<file path="src/rtl/bin_to_bcd_seq.sv">
// Sequential binary-to-packed-BCD converter (shift-and-add-3), one input bit per clock.
// Feeds the seven-segment driver directly; start/busy/done handshake, saturating overflow.
module bin_to_bcd_seq #(
    parameter int unsigned IN_WIDTH = 27,
    parameter int unsigned DIGITS   = 8
) (
    input  logic                  clock,
    input  logic                  reset,
    input  logic                  start,
    input  logic [IN_WIDTH-1:0]   bin_in,
    output logic                  busy,
    output logic                  done,
    output logic                  overflow,
    output logic [4*DIGITS-1:0]   bcd_out
);

    localparam int unsigned BCD_W = 4 * DIGITS;
    localparam int unsigned CNT_W = $clog2(IN_WIDTH + 1);

    typedef logic [IN_WIDTH+3:0] wide_t;

    function automatic wide_t pow10_f();
        wide_t p;
        p = wide_t'(1);
        for (int unsigned i = 0; i < DIGITS; i++) begin
            p = p * wide_t'(10);
        end
        return p;
    endfunction

    // Evaluated in 64 bits so a 10**DIGITS that outgrows wide_t still decides correctly.
    function automatic bit ovf_possible_f();
        logic [63:0] p;
        logic [63:0] lim;
        bit          ok;
        p   = 64'd1;
        lim = 64'd1 << IN_WIDTH;
        ok  = 1'b1;
        for (int unsigned i = 0; i < DIGITS; i++) begin
            if (ok) begin
                p = p * 64'd10;
                if (p >= lim) ok = 1'b0;
            end
        end
        return ok;
    endfunction

    localparam wide_t TEN_POW      = pow10_f();
    localparam bit    OVF_POSSIBLE = ovf_possible_f();

    typedef enum logic {
        IDLE  = 1'b0,
        SHIFT = 1'b1
    } state_t;

    state_t               state_q,    state_d;
    logic [IN_WIDTH-1:0]  shreg_q,    shreg_d;
    logic [BCD_W-1:0]     scratch_q,  scratch_d;
    logic [CNT_W-1:0]     cnt_q,      cnt_d;
    logic                 ovf_pend_q, ovf_pend_d;
    logic                 busy_q,     busy_d;
    logic                 done_q,     done_d;
    logic                 overflow_q, overflow_d;
    logic [BCD_W-1:0]     bcd_q,      bcd_d;

    logic [BCD_W-1:0]     adj;
    logic [BCD_W-1:0]     scratch_next;

    // Per-digit add-3 with no carry between digits, then the combined left shift.
    always_comb begin
        adj = scratch_q;
        for (int unsigned i = 0; i < DIGITS; i++) begin
            if (scratch_q[4*i +: 4] >= 4'd5) begin
                adj[4*i +: 4] = scratch_q[4*i +: 4] + 4'd3;
            end
        end
        scratch_next = {adj[BCD_W-2:0], shreg_q[IN_WIDTH-1]};
    end

    always_comb begin
        state_d    = state_q;
        shreg_d    = shreg_q;
        scratch_d  = scratch_q;
        cnt_d      = cnt_q;
        ovf_pend_d = ovf_pend_q;
        busy_d     = busy_q;
        done_d     = 1'b0;
        overflow_d = overflow_q;
        bcd_d      = bcd_q;
        unique case (state_q)
            IDLE: begin
                if (start) begin
                    shreg_d    = bin_in;
                    scratch_d  = '0;
                    cnt_d      = CNT_W'(IN_WIDTH);
                    ovf_pend_d = OVF_POSSIBLE && ({4'b0000, bin_in} >= TEN_POW);
                    busy_d     = 1'b1;
                    state_d    = SHIFT;
                end
            end
            SHIFT: begin
                scratch_d = scratch_next;
                shreg_d   = {shreg_q[IN_WIDTH-2:0], 1'b0};
                cnt_d     = cnt_q - CNT_W'(1);
                if (cnt_q == CNT_W'(1)) begin
                    bcd_d      = ovf_pend_q ? {DIGITS{4'h9}} : scratch_next;
                    overflow_d = ovf_pend_q;
                    done_d     = 1'b1;
                    busy_d     = 1'b0;
                    state_d    = IDLE;
                end
            end
            default: state_d = IDLE;
        endcase
    end

    always_ff @(posedge clock) begin
        if (reset) begin
            state_q    <= IDLE;
            shreg_q    <= '0;
            scratch_q  <= '0;
            cnt_q      <= '0;
            ovf_pend_q <= 1'b0;
            busy_q     <= 1'b0;
            done_q     <= 1'b0;
            overflow_q <= 1'b0;
            bcd_q      <= '0;
        end else begin
            state_q    <= state_d;
            shreg_q    <= shreg_d;
            scratch_q  <= scratch_d;
            cnt_q      <= cnt_d;
            ovf_pend_q <= ovf_pend_d;
            busy_q     <= busy_d;
            done_q     <= done_d;
            overflow_q <= overflow_d;
            bcd_q      <= bcd_d;
        end
    end

    assign busy     = busy_q;
    assign done     = done_q;
    assign overflow = overflow_q;
    assign bcd_out  = bcd_q;

endmodule

</file>
<file path="config.mk">
export PLATFORM = sky130hd
export DESIGN_NAME = bin_to_bcd_seq
export DESIGN_NICKNAME = d
export VERILOG_FILES = /design/src/rtl/bin_to_bcd_seq.sv
export SDC_FILE = /design/constraint.sdc
export NUM_CORES = 1
export LEC_CHECK = 0
export BUFFER_PORTS_ARGS = -buffer_cell sky130_fd_sc_hd__buf_4
export CAP_MARGIN = 20
export CORE_MARGIN = 5
export CORE_UTILIZATION = 52
export DETAILED_ROUTE_END_ITERATION = 6
export PLACE_DENSITY = 0.77
export SLEW_MARGIN = 10
export SYNTH_ARGS = -nofsm -noshare
export SYNTH_HDL_FRONTEND = slang
export SYNTH_SLANG_ARGS = --single-unit
export TNS_END_PERCENT = 1
</file>
<file path="constraint.sdc">
create_clock -name clock -period 1.9 [get_ports clock]
set_input_delay 0.285 -clock clock [delete_from_list [all_inputs] [get_ports clock]]
set_output_delay 0.285 -clock clock [all_outputs]
set_load 0.01 [all_outputs]
</file>
# Word level (Yosys, flattened, before mapping)
# Index checks and enable logic that the tools add are counted.
classes:
  n_mux: 22
  n_bitwise: 1
  reduce_logical: 4
  n_eq_ne: 3
  add_sub_neg: 9
  n_lt_le_gt_ge: 9
ops:
  columns: ["cell", "count"]
  rows:
  - ["32-bit 2-to-1 mux", 2]
  - ["32-bit case mux with 2 select lines", 1]
  - ["27-bit case mux with 2 select lines", 1]
  - ["4-bit by 3-bit greater-or-equal comparator with 1-bit output (second input constant)", 8]
  - ["4-bit by 2-bit adder with 4-bit output (second input constant)", 7]
  - ["4-bit 2-to-1 mux", 7]
  - ["27-bit greater-or-equal comparator (second input constant)", 1]
  - ["27-bit 2-to-1 mux", 1]
  - ["5-bit case mux with 2 select lines", 1]
  - ["2-bit AND reduction", 3]
  - ["5-bit by 1-bit == test with 1-bit output (second input constant)", 1]
  - ["1-bit 2-to-1 mux", 5]
  - ["5-bit 2-to-1 mux", 1]
  - ["5-bit by 1-bit subtractor with 5-bit output (second input constant)", 1]
  - ["1-bit case mux with 2 select lines", 2]
  - ["3-bit by 2-bit adder with 3-bit output (second input constant)", 1]
  - ["3-bit 2-to-1 mux", 1]
  - ["2-bit by 1-bit inequality test with 1-bit output (second input constant)", 1]
  - ["2-bit inequality test (second input constant)", 1]
  - ["2-bit OR reduction", 1]
  - ["1-bit NOT", 1]
word_totals:
  reg_bits: 101
  output_inout_bits: 35
  inputBits: 30
  word_cells: 57

# Logic depth before layout (Yosys ltp)
# Gate-level depths: netlist (run 1).
depth:
  ltp_word: 3
  mapped_depth: 7
  depth_no_buf: 6

# Worst setup path before layout (run 1)
# No wires, ideal clock.
synth_timing:
  path_kind: "reg-to-reg"
  from: "register cnt_q[0]"
  to: "register bcd_q[14], in the netlist bcd_out[14]"
  path_buffers: 2
  setup_ps: 117
  period_less_slack_ps: 1387
  slack_ps: 513
  required_time_ps: 1783
  t_arrival_ps: 1270
  path_stages_with_launch: 7
  cell_sequence: "dfxtp_1 ha_1 and4b_1 buf_6 nor2_8 buf_6 a22o_1"
synth_via:
  elab_chain_len: 2
synth_rtl:
  columns: ["element", "line", "text"]
  rows:
  - ["start: declaration", "59", "logic [CNT_W-1:0] cnt_q, cnt_d;"]
  - ["start signal: assignment", "132", "cnt_q <= cnt_d;"]
  - ["5-bit by 1-bit == test with 1-bit output", "105", "if (cnt_q == CNT_W'(1)) begin"]
  - ["2-bit AND reduction (no line)", null, null]
  - ["end signal: assignment", "127", "bcd_q <= '0;"]
  - ["end signal: assignment", "137", "bcd_q <= bcd_d;"]
  - ["end: declaration", "64", "logic [BCD_W-1:0] bcd_q, bcd_d;"]
# No other way between the ends.
# A chain may end at the register's enable or synchronous reset.

# Worst setup path in the final report (run 1)
layout_timing:
  from: "register scratch_q[1]"
  to: "register scratch_q[2]"
layout_via:
  elab_chain_len: 3
  elab_cells_between_ends: 4
  classes_between: "add/sub: 1; order compare: 1; mux: 2"
layout_rtl:
  columns: ["element", "line", "text"]
  rows:
  - ["start: declaration", "58", "logic [BCD_W-1:0] scratch_q, scratch_d;"]
  - ["start signal: assignment", "131", "scratch_q <= scratch_d;"]
  - ["4-bit by 2-bit adder with 4-bit output / 4-bit by 3-bit greater-or-equal comparator with 1-bit output (equally long branches)", "74, 73", null]
  - ["4-bit 2-to-1 mux *", "73", "if (scratch_q[4*i +: 4] >= 4'd5) begin"]
  - ["32-bit case mux with 2 select lines *", "90", "unique case (state_q)"]
# Every way passes the cells marked *; elsewhere a longest branch is shown, timed or not.

==> results.py, run 1 <==
metrics = {
    "grt": {
        "grt_usage": 0.184,
        "grt_pass1_vias": 3637,
        "overflow": 0,
        "grt_max_degree": 43,
        "grt_first_pass_wirelength_um": 17200,
        "antenna_found_initial": 0,
    },
    "clock_network": {
        "clock-sinks": 101,
        "clk_pin_slew_worst_paths_ps": 100,
        "cts_max_level": 3,
        "clock_latency_ps": 360,
        "cts_root_buf": "clkbuf_8",
        "cts_setup_buffers": 0,
        "cts.path.max_buffers": 2,
        "cts_tree": "done",
        "cts_buffers": 9,
        "cts_hold_buf": 0,
        "ctsResizeCount": 0,
    },
    "logic_synthesis": {
        "syn_inst": 527,
        "ys_ff_latch": 101,
        "syn_area_sq_um": 4650,
        "ys_seq_area_frac": 0.434,
        "async_flop_share": 0,
        "yosys.area.top_type": "dfxtp_1",
        "synth_edf_count": 0,
        "synth.avg_cell_area_sq_um": 8.83,
        "syn-num-nets": 575,
        "dominantRegCellSynth": "dfxtp_1",
        "synthTopCellsByArea": "dfxtp_1, mux2i_1, nor2_1",
        "yosys_warnings": 0,
        "ys_types": 35,
        "synth_top_area_share": 0.434,
    },
    "pwr": {
        "p_comb_frac": 0.106,
        "seqPwrFrac": 0.548,
        "power_density_nw_per_um2": 753,
        "internal-power_mw": 3.04,
        "pwr-share-clk": 0.346,
        "switchingPower_mw": 1.05,
        "p_leak_nw": 2.27,
        "peakVddDrop_v": 0.000463,
        "sw_frac_of_total": 0.258,
    },
    "setup_path": {
        "worstPathCellList": "inv_1, ha_1, nand2b_1, a21oi_1, mux2i_1, a22o_1",
        "crit_type": "register to register",
        "max_stage_delay_ps": 390,
        "worst_ep_required_time_ps": 2200,
        "crit_path_end_kind": "register",
        "cp.arrival_ps": 1960,
        "cpMaxStageDelayCell": "dfxtp_1",
        "start_kind": "register",
        "critPathMaxFanout": 3,
    },
    "layout": {
        "antenna_cells": 0,
        "drive_gt1_frac": 0.176,
        "layout_commonest_cell": "dfxtp_1",
        "area_growth_pct": 16.7,
        "nNetsFinal": 634,
        "layout.cells.non_filler": 699,
        "design_area_sq_um": 5430,
        "most-common-layout-cells": "dfxtp_1, nor2_1, buf_4, a21oi_1, mux2i_1",
    },
    "sta": {
        "maxSlewViolCount": 0,
        "finalHoldViolCount": 0,
        "final-setup-viol-count": 0,
        "skew_ps": 10.4,
        "finalCritPeriodShare": 0.874,
        "rsz0062_at_grt": "no",
        "tightest_slew_ps": 631,
        "slew_headroom": 0.577,
        "max_freq_mhz": 602,
        "fin_tns_setup_ps": 0,
        "min_period_ps": 1660,
    },
    "placed_design": {
        "postPlaceCellArea_sq_um": 5210,
        "hpwl_um": 7320,
        "place_congestion": 0.838,
        "placedCellCount": 682,
        "io_buffers": 64,
    },
    "drt": {
        "via_per_inst": 5.49,
        "vias": 3836,
        "drt_first_pass_iters": 4,
        "wl_met2_um": 4910,
        "met1_length_um": 4610,
        "postRouteAntennaNets": 0,
        "highest_layer": "met4",
        "detail_route.wl_per_cell_um": 14.5,
        "wl_met3_um": 542,
        "drt_iter0_markers": 192,
        "routed_wl_um": 10200,
        "drc": 0,
    },
    "floorplan": {
        "dieArea_sq_um": 10900,
        "initial_core_util": 0.534,
        "core_region_area_sq_um": 8720,
        "die_h_um": 105,
        "fp.dieW_um": 105,
        "fp-row-count": 34,
        "ios": 65,
    },
    "worst_hold_path": {
        "min_path_type": "primary input to register",
    },
    "run": {
        "maxCapViolCount": 0,
    },
    "run_status": {
        "outcome": "finished clean",
    },
}
-- synthesized netlist by cell type (2+ instances only) --
| master | count |
|---|---|
| nand2b_1 | 16 |
| nor2b_1 | 2 |
| or3_1 | 7 |
| clkbuf_1 | 8 |
| ha_1 | 18 |
| a21oi_1 | 55 |
| buf_4 | 3 |
| o21ai_0 | 23 |
| buf_1 | 3 |
| xnor2_1 | 8 |
| nand4_1 | 2 |
| nor3b_1 | 15 |
| nor2_1 | 92 |
| a211oi_1 | 11 |
| inv_1 | 19 |
| dfxtp_1 | 101 |
| nand2_1 | 13 |
| and2_1 | 7 |
| buf_6 | 3 |
| nor3_1 | 25 |
| nor4_1 | 2 |
| a22o_1 | 32 |
| buf_2 | 16 |
| mux2i_1 | 35 |
-- layer usage --
layer,track usage,up-vias
li1,-,1953
met1,0.241,1789
met2,0.297,85
met5,0,-
met3,0.0549,9
met4,0.0466,0
-- final cells by class --
cell class                      instances  area [sq um]
Clock buffer                           11           141
Tap cell                              108           135
Clock inverter                          5          67.6
Sequential cell                       101          2020
Fill cell                             729          3290
Timing Repair Buffer                   81           612
Inverter                               19          71.3
Multi-Input combinational cell        374          2380
-- registers in the layout, summed over array words and instances, names as in the netlist --
name,cells
overflow,1
cnt_q,5
ovf_pend_q,1
busy,1
done,1
state_q,1
shreg_q,27
scratch_q,32
bcd_out,32
-- power by group through the flow --
| stage | combinational, mW | sequential, mW | clock, mW |
|---|---|---|---|
| 2_1_floorplan | 0.294 | 2.28 | 0 |
| 3_3_place_gp | 0.416 | 2.29 | 0 |
| 3_5_place_dp | 0.431 | 2.29 | 0 |
| 4_1_cts | 0.433 | 2.24 | 1.45 |
| 5_1_grt | 0.483 | 2.25 | 1.53 |
| 6_report | 0.434 | 2.24 | 1.42 |
-- cells by family after synthesis --
| kind of cell | synth area share |
|---|---|
| compound gates | 0.167 |
| mux | 0.0777 |
| xor+xnor | 0.0151 |
| buf+inv | 0.0535 |
| simple gates | 0.204 |
| flops | 0.434 |
| fa+ha+maj | 0.0484 |
-- critical path: cells and delay by family, from the launching register on --
kind,cells,cell delay [ps]
and+or+nand+nor,1,170
muxes,1,330
AOI/OAI and AO/OA,2,450
buffers and inverters,1,90
DFF,1,390
adders and majority gates,1,170
-- metrics by stage --
step                power (mW)  utilization  worst slack, ps  hold slack (ps)
global placement          2.70        0.598              302              445
finish                    4.09        0.623              239              217
detailed placement        2.72        0.598              238              451
global route              4.27        0.623              133              245
CTS                       4.13        0.622              220              211
floorplan                 2.57            -              513              442
-- path summary, 6_finish.rpt --
path                                  start                   endpoint  slack, ps  cells after the start
hold reg to reg       overflow$_SDFFE_PP0P_      overflow$_SDFFE_PP0P_        470                      2
setup / recovery  scratch_q[1]$_SDFFE_PP0P_  scratch_q[2]$_SDFFE_PP0P_        240                      6
setup reg to reg  scratch_q[1]$_SDFFE_PP0P_  scratch_q[2]$_SDFFE_PP0P_        240                      6
hold / removal                    bin_in[0]    shreg_q[0]$_SDFFE_PP0P_        220                      3
Power figures use the tool's default switching activity.
==> inputs of run 2 (changes only) <==
Settings changed: CORE_UTILIZATION 52 to 50, PLACE_DENSITY 0.77 to 0.75.
==> run 2 against run 1 <==
First-iteration DRC count decreased by 16%. Power down 3.5%. Worst hold slack got worse by 1.2 ps. Critical endpoint is now bcd_out[28]$_SDFFE_PP0P_. Sequential share of layout area is 0.22 points higher. Sequential power barely moved. Register-to-register slack about the same. Wire length down 0.48%.
==> results.py, run 2 (synthesized netlist as in run 1, its figures left out) <==
metrics = {
    "run_status": {
        "outcome": "finished clean",
    },
    "clock_network": {
        "cts_root_buf": "clkbuf_8",
        "cts_tree": "done",
        "cts_max_level": 3,
        "cts_buffers": 9,
        "clock_latency_ps": 370,
        "clock-sinks": 101,
        "ctsResizeCount": 0,
        "cts_hold_buf": 0,
        "cts_setup_buffers": 0,
        "cts.path.max_buffers": 2,
        "clk_pin_slew_worst_paths_ps": 100,
    },
    "sta": {
        "max_freq_mhz": 598,
        "skew_ps": 14.2,
        "finalCritPeriodShare": 0.880,
        "fin_tns_setup_ps": 0,
        "slew_headroom": 0.638,
        "rsz0062_at_grt": "no",
        "final-setup-viol-count": 0,
        "maxSlewViolCount": 0,
        "min_period_ps": 1670,
        "tightest_slew_ps": 540,
        "finalHoldViolCount": 0,
    },
    "grt": {
        "grt_max_degree": 60,
        "grt_busiest_layer": "met2",
        "grtUsageMet2": 0.308,
        "antenna_found_initial": 0,
        "grt_pass1_vias": 3706,
        "overflow": 0,
        "grt_first_pass_wirelength_um": 16900,
        "grt_usage": 0.182,
        "grt_use_met3": 0.0419,
        "gr-usage-met1": 0.228,
    },
    "pwr": {
        "power_density_nw_per_um2": 731,
        "switchingPower_mw": 1.08,
        "pwr-share-clk": 0.323,
        "internal-power_mw": 2.87,
        "seqPwrFrac": 0.566,
        "p_leak_nw": 2.26,
        "peakVddDrop_v": 0.000410,
        "sw_frac_of_total": 0.274,
        "p_comb_frac": 0.110,
    },
    "floorplan": {
        "initial_core_util": 0.509,
        "fp-row-count": 35,
        "ios": 65,
        "core_region_area_sq_um": 9150,
        "dieArea_sq_um": 11300,
        "fp.dieW_um": 106,
        "die_h_um": 106,
    },
    "layout": {
        "nNetsFinal": 633,
        "area_growth_pct": 16.0,
        "antenna_cells": 0,
        "most-common-layout-cells": "dfxtp_1, nor2_1, buf_4, a21oi_1, mux2i_1",
        "nFillCells": 802,
        "drive_gt1_frac": 0.176,
        "layout.cells.non_filler": 701,
        "layout_commonest_cell": "dfxtp_1",
    },
    "setup_path": {
        "path_buf_inv": 1,
        "worst_ep_required_time_ps": 2180,
        "cp.arrival_ps": 1950,
        "worstPathCellList": "ha_1, and4b_1, buf_4, nor2_1, a211oi_1",
        "max_stage_delay_ps": 430,
        "crit_family": "simple AND/OR/NAND/NOR gates",
        "crit_type": "register to register",
        "critPathMaxFanout": 13,
        "crit_path_end_kind": "register",
        "cpMaxStageDelayCell": "and4b_1",
        "start_kind": "register",
    },
    "placed_design": {
        "place_congestion": 0.848,
        "placedCellCount": 684,
        "hpwl_um": 7290,
        "io_buffers": 64,
    },
    "drt": {
        "postRouteAntennaNets": 0,
        "drc": 0,
        "via_per_inst": 5.49,
        "drt_first_pass_iters": 4,
        "drt_iter0_markers": 162,
        "vias": 3846,
        "routed_wl_um": 10100,
        "detail_route.wl_per_cell_um": 14.4,
    },
    "run": {
        "maxCapViolCount": 0,
    },
    "worst_hold_path": {
        "min_path_type": "primary input to register",
    },
}
-- run 2: changes by cell type in the layout (fill, tap and decap cells not counted), sizes merged --
cell | previous run | this run
clkinv | 2 | 4
inv | 21 | 22
clkbuf | 11 | 9
bufinv | 1 | 0
buf | 81 | 80
-- run 2: metal layers --
layer,share of wire,routed length (um),vias to the layer above
met1,0.47,4740,1816
met2,0.47,4800,67
met3,0.037,374,15
met5,0,0,-
li1,-,-,1948
met4,0.020,201,0
-- run 2: final timing paths --
kind	startpoint	to	slack, ps	cells after the start
setup / recovery	cnt_q[0]$_SDFFE_PP0P_	bcd_out[28]$_SDFFE_PP0P_	230	5
hold / removal	bin_in[0]	shreg_q[0]$_SDFFE_PP0P_	220	3
setup reg to reg	cnt_q[0]$_SDFFE_PP0P_	bcd_out[28]$_SDFFE_PP0P_	230	5
hold reg to reg	overflow$_SDFFE_PP0P_	overflow$_SDFFE_PP0P_	470	2
-- run 2: layout make-up --
cell class                 instances  area [sq um]  area share
clock buffer                       9           124      0.0229
clock inverter                     7          56.3      0.0104
inverter                          19          71.3      0.0132
multi-input combinational        374          2380       0.441
sequential                       101          2020       0.375
tap                              111           139      0.0257
timing repair buffer              80           604       0.112
-- run 2: metrics by stage --
stage                util  setup WS [ps]  instance area [sq um]  power, mW  hold slack [ps]
floorplan               -            513                   4650       2.57              442
global placement    0.569            301                   5210       2.70              443
detailed placement  0.569            225                   5210       2.72              457
CTS                 0.589            207                   5390       3.97              212
global route        0.590           78.7                   5400       4.12              242
finish              0.590            229                   5400       3.95              216
-- run 2: worst reg2reg max path, delay by kind of cell (launching register included) --
kind            cells  cell delay (ps)
simple gates        2              500
buf+inv             1              270
fa+ha+maj           1              200
compound gates      1              210
flops               1              410
-- run 2: power groups by stage --
| stage | sequential, mW | clock (mW) | combinational [mW] |
|---|---|---|---|
| floorplan | 2.28 | 0 | 0.294 |
| global placement | 2.28 | 0 | 0.422 |
| detailed placement | 2.29 | 0 | 0.434 |
| CTS | 2.24 | 1.30 | 0.436 |
| global route | 2.25 | 1.39 | 0.486 |
| finish | 2.24 | 1.28 | 0.436 |
